==> config.mk <==
export PLATFORM = sky130hd
export DESIGN_NAME = pipe_rr_merge
export DESIGN_NICKNAME = d
export VERILOG_FILES = /design/src/rtl/pipe_rr_merge.sv
export SDC_FILE = /design/constraint.sdc
export NUM_CORES = 1
export LEC_CHECK = 0
export ABC_AREA = 0
export BUFFER_PORTS_ARGS = -buffer_cell sky130_fd_sc_hd__buf_2
export CAP_MARGIN = 10
export CORE_MARGIN = 1.5
export CORE_UTILIZATION = 38
export CTS_BUF_LIST = sky130_fd_sc_hd__clkbuf_4 sky130_fd_sc_hd__clkbuf_8
export DETAILED_ROUTE_END_ITERATION = 8
export GPL_TIMING_DRIVEN = 0
export PLACE_DENSITY = 0.78
export SLEW_MARGIN = 10
export SYNTH_ARGS = -nofsm -noshare
export SYNTH_HDL_FRONTEND = slang
export SYNTH_SLANG_ARGS = --single-unit
==> constraint.sdc <==
create_clock -name CLK -period 1.5 [get_ports CLK]
set_input_delay 0.225 -clock CLK [delete_from_list [all_inputs] [get_ports CLK]]
set_output_delay 0.225 -clock CLK [all_outputs]
set_load 0.05 [all_outputs]
==> src/rtl/pipe_rr_merge.sv <==
// Round-robin merge of NREQ producers into one single-entry pipe buffer.
// Grant is registered; the grantee enqueues one beat, then arbitration resumes.
module pipe_rr_merge #(
   parameter int width = 32,
   parameter int NREQ  = 4,
   parameter int IDW   = 2
) (
   input  logic                  CLK,
   input  logic                  RST,
   input  logic [NREQ-1:0]       req,
   input  logic [NREQ-1:0]       enq__ENA,
   input  logic [NREQ*width-1:0] enq_v,
   output logic [NREQ-1:0]       enq__RDY,
   input  logic                  deq__ENA,
   output logic                  deq__RDY,
   output logic [width-1:0]      first,
   output logic [IDW-1:0]        first_src,
   output logic                  first__RDY,
   output logic                  proto_err
);

   typedef enum logic {IDLE, GRANT} state_t;

   state_t           state, state_n;
   logic [IDW-1:0]   gnt, gnt_n;
   logic [IDW-1:0]   last, last_n;
   logic [IDW-1:0]   pick;
   logic             found;
   logic             full;
   logic [width-1:0] element;
   logic             fire;

   // Rotating search starting just after the last served producer
   always_comb begin
      pick  = '0;
      found = 1'b0;
      for (int k = 1; k <= NREQ; k++) begin
         if (!found && req[(int'(last) + k) % NREQ]) begin
            pick  = IDW'((int'(last) + k) % NREQ);
            found = 1'b1;
         end
      end
   end

   always_comb begin
      enq__RDY = '0;
      if (state == GRANT)
         enq__RDY[gnt] = !full;
   end

   assign fire = (state == GRANT) && enq__ENA[gnt] && !full;

   always_comb begin
      state_n = state;
      gnt_n   = gnt;
      last_n  = last;
      unique case (state)
         IDLE: begin
            if (found) begin
               gnt_n   = pick;
               state_n = GRANT;
            end
         end
         GRANT: begin
            if (fire) begin
               last_n  = gnt;
               state_n = IDLE;
            end else if (!req[gnt]) begin
               state_n = IDLE;
            end
         end
         default: state_n = IDLE;
      endcase
   end

   always_ff @(posedge CLK) begin
      if (RST) begin
         state     <= IDLE;
         gnt       <= '0;
         last      <= IDW'(NREQ - 1);
         full      <= 1'b0;
         element   <= '0;
         first_src <= '0;
         proto_err <= 1'b0;
      end else begin
         state <= state_n;
         gnt   <= gnt_n;
         last  <= last_n;
         if (|(enq__ENA & ~enq__RDY))
            proto_err <= 1'b1;
         if (deq__ENA && full)
            full <= 1'b0;
         if (fire) begin
            element   <= enq_v[int'(gnt)*width +: width];
            first_src <= gnt;
            full      <= 1'b1;
         end
      end
   end

   assign deq__RDY   = full;
   assign first__RDY = full;
   assign first      = element;

endmodule
### Yosys cells after proc, flatten, opt, wreduce, memory -nomap -nowiden

Cells that the tools add are included.

* add/subtract/negate cells: 4
* magnitude comparators: 6
* shift operators: 1
* multiplexer cells: 33
* bitwise logic cells: 8
* reduce and logical (&&, ||, !) cells: 19

Operators with widths (number)
* 128-bit by 8-bit indexed part select with 32-bit output: 1
* 1-bit two-way mux: 20
* 3-bit by 4-bit < comparator with 1-bit output, second input constant: 4
* 1-bit binary-select mux with 2-bit select: 6
* 4-bit bitwise AND: 2
* 2-bit two-way mux: 4
* 2-bit OR reduction: 4
* 1-bit logical AND: 7
* 2-bit by 1-bit adder with 2-bit output, second input constant: 2
* 2-bit adder, second input constant: 2
* 1-bit bitwise AND, first input constant: 4
* 1-bit zero test: 4
* 4-bit two-way mux: 1
* 4-bit inverter: 1
* 2-bit AND reduction: 2
* 4-bit OR reduction: 1
* 2-bit by 3-bit < comparator with 1-bit output, second input constant: 1
* 1-bit demux with 2-bit select: 1
* 2-bit by 1-bit >= comparator with 1-bit output, second input constant: 1
* 1-bit one-hot mux with 2 select lines: 1
* 2-bit nonzero test: 1
* 1-bit inverter: 1

* bits in registers: 41
* input port bits: 139
* word-level logic and storage cells: 78

### Depth between registers and ports, before layout

* depth after elaboration: 18
* gate-level depth with buffers: 6
* mapped depth without buffers: 4

### Worst setup path after synthesis

OpenSTA, ideal clock, no wires.

* kind: flip-flop to output port
* start point: register full (netlist: deq__RDY)
* end point: output port enq__RDY[2]
* data arrival time: 1.599 ns
* data required time: 1.275 ns
* slack: -0.324 ns
* cell stages (with the launch flop): 3
* buffers on the path: 0
* path through: dfxtp_1 -> nand3b_2 -> nor2_1

* longest elaborated chain between the ends: 3

Ends and longest elaborated chain
* start: declaration: RTL line 29 `logic full;`
* start signal: assignment: RTL line 81 `full <= 1'b0;`
* start signal: assignment: RTL line 92 `full <= 1'b0;`
* start signal: assignment: RTL line 96 `full <= 1'b1;`
* 1-bit zero test: RTL line 48 `enq__RDY[gnt] = !full;`
* 4-bit bitwise AND (no line)
* 4-bit two-way mux: RTL line 47 `if (state == GRANT)`
* end: declaration: RTL line 13 `output logic [NREQ-1:0] enq__RDY,`

No other way between the ends.

### Final worst setup path

* start point: register gnt[0]
* end point: register element[21] (netlist: first[21])

* longest elaborated chain between the ends: 4
* elaborated cells between the ends (all ways): 5

Ends and longest elaborated chain
* start: declaration: RTL line 25 `logic [IDW-1:0] gnt, gnt_n;`
* start signal: assignment: RTL line 87 `gnt <= gnt_n;`
* parallel branches: the longest is 4 deep, another holds 128-bit by 8-bit indexed part select with 32-bit output
* end signal: assignment: RTL line 94 `element <= enq_v[int'(gnt)*width +: width];`
* end: declaration: RTL line 30 `logic [width-1:0] element;`

Several ways; the timed one is not identified. The select of a mux whose other input is x is not followed.
A chain may end at the register's enable or synchronous reset.

==> reports/results.ini <==
[outcome]
status=finished with violations
violations=negative setup slack

[cts]
hold_buffers=0
root_buffer=clkbuf_8
cts_buffer_depth=2
htree_levels=2
clkTransAtPathRegs_ns=0.08
clkLatencyLatePin_ns=0.28
cts_tree=yes
clock-sinks=41
numCtsBuffers=5

[setup_path]
end_kind=register
slowest_delay_ns=0.34
cp_num_buf_inv=4
path_delay_family=buffers and inverters
cp.arrival_ns=1.71
crit_type=register to register
cp-start-kind=register
cp_max_fo=6
path_common_cell=buf_8
critPathRequiredTime_ns=1.65
crit_chain=buf_8, mux2i_4, buf_4, o2bb2ai_4, buf_12, buf_8, nand2_2, a21oi_2
r2r_slack_ns=-0.06
slowest_stage=dfxtp_2

[timing]
rsz0062_at_grt=yes
hold_violations=0
finalMaxSlewViolations=0
slew_headroom=0.525
worst_slew_pin_slew_ns=0.713
fmax_ghz=0.641
finClkSkew_ns=0.00249
period_needed_ns=1.56
layout_setup_ws_ns=-0.0595
period_share=1.04
setup_violations=35

[placed_design]
portBuffers=178
place_congestion=0.775
placed_cell_area_mm2=0.00351
hpwl_mm=6.21

[synth]
synthDistinctLibCells=32
synthTopCellsByArea=dfxtp_1 (33%), mux4_2 (30%), nand2_1 (9.1%)
synth.largest_area_cell=dfxtp_1
synth_fp_nets=382
yosys.area_share.xor_xnor=0
synth_warnings=0
synthMuxAreaShare=0.315
synth_ff_type=dfxtp_1
synth_top_family_by_area=multiplexers
async_reset_ff_frac=0
postSynthAreaPerCell_um2=10.3
synth_enable_flop_cells=0
synth_top_area_share=0.327
yosys.area_share.simple=0.160
syn_inst=243
yosysSeqAreaShare=0.327
synthesis.area_mm2=0.00251
synthAdderAreaFrac=0
synth_compound_area_frac=0.140
ys_ff_latch=41

[floorplan]
row_count=29
die_area_mm2=0.00711
die_h_um=84.3
dieWidth_um=84.3
start_util=0.394
io-pin-count=180
core_area_mm2=0.00639

[grt]
antenna_found_initial=0
grtUsageTotal=0.225
grt_pass1_wl_mm=12.7
grt_pass1_vias=2681
grt_max_degree=12
gr-total-overflow=0

[min_path]
hold_path.class=input pin to register

[route]
wl_per_cell_um=16.0
drt-initial-drc-count=89
vias=2697
drt-total-wl_mm=8.39
dr.pass1.iters=4
drc_errors=0
antenna_left=0
viasPerCell=5.15

[power]
power_leakage_nw=1.84
p_per_area_mw_per_mm2=880
vdd_drop_max_uv=460

[flow_run]
drv_cap=0

[cells_and_area]
final_cell_mix=buf_2 (176), nand2_1 (45), dfxtp_1 (37), mux4_2 (33), nand2_2 (24)
nNetsFinal=586
stdcell_area_mm2=0.00405
area_growth_pct=61.2
layout-drive-gt1-share=0.707
mostFrequentLayoutCell=buf_2
antenna_cells=0
final_util=0.634

-- synthesized netlist by cell type (3+ instances only) --
| library cell | count |
|---|---|
| buf_4 | 5 |
| clkbuf_1 | 3 |
| buf_6 | 4 |
| nor2_1 | 10 |
| o21ai_0 | 3 |
| nand2_2 | 10 |
| mux4_2 | 33 |
| buf_2 | 7 |
| a21oi_1 | 29 |
| a21oi_2 | 10 |
| nand2b_1 | 4 |
| nand2_1 | 61 |
| inv_1 | 3 |
| dfxtp_1 | 41 |
-- cells by family after synthesis --
kind of cell,Yosys count
AND/OR/NAND/NOR,90
AO/OA/AOI/OAI,52
flip-flops,41
multiplexers,36
buffers and inverters,24
-- area by class of cell --
cell class              instances  area (um2)
plain buffers                  21         218
fillers                       551        2330
clock buffers                   7        90.1
flip-flops and latches         41         828
well taps                      77        96.3
inverters                       3        11.3
repair buffers                197        1130
multi-input cells             178        1670
-- per-stage QoR --
step | power, W | hold slack [ns] | cells | setup WS [ns] | setup TNS (ns)
floorplan | 0.00219 | 0.399 | 243 | 0.00143 | 0
global placement | 0.00254 | 0.436 | 498 | -0.136 | -2.98
detailed placement | 0.00257 | 0.441 | 498 | -0.164 | -4.04
CTS | 0.00345 | 0.183 | 516 | -0.0625 | -0.243
global route | 0.00374 | 0.217 | 524 | -0.128 | -3.52
finish | 0.00356 | 0.186 | 524 | -0.0595 | -1.36
-- sequential cells by signal, indices dropped and copies added, names as in the netlist --
name / count
state: 1
last: 2
gnt: 2
proto_err: 1
first: 32
deq__RDY: 1
first_src: 2
-- path summary, 6_finish.rpt --
check,end,cells after the start,start
setup reg to reg,first[21],8,gnt[0]
setup / recovery,first[21],8,gnt[0]
hold / removal,deq__RDY,3,deq__ENA
hold reg to reg,first[20],2,first[20]
-- power breakdown --
group	total, W	switching, W	internal, W
clock network	0.000744	0.000361	0.000383
registers	0.00124	0.0000623	0.00118
logic	0.00158	0.000828	0.000750
-- worst reg2reg max path, cell delays in order, from the launching register on --
cell and delay [ns]:
dfxtp_2 0.34, buf_8 0.14, mux2i_4 0.29, buf_4 0.17, o2bb2ai_4 0.09, buf_12 0.15
buf_8 0.13, nand2_2 0.07, a21oi_2 0.05
-- what timing repair did --
action / CTS / global route
setup endpoints to repair: 38 / 39
pin swaps: 2 / 31
setup buffers: 10 / 4
gates cloned: 1 / 4
resized for setup: 36 / 46
-- layer usage --
layer	global-route usage	wire, um	part of all wire	up-vias
met5	0	0	0	-
met4	0.0572	99	0.012	0
met3	0.0393	555	0.066	8
met2	0.407	4350	0.52	128
met1	0.279	3390	0.40	1266
li1	-	-	-	1295
Power figures use the tool's default switching activity.
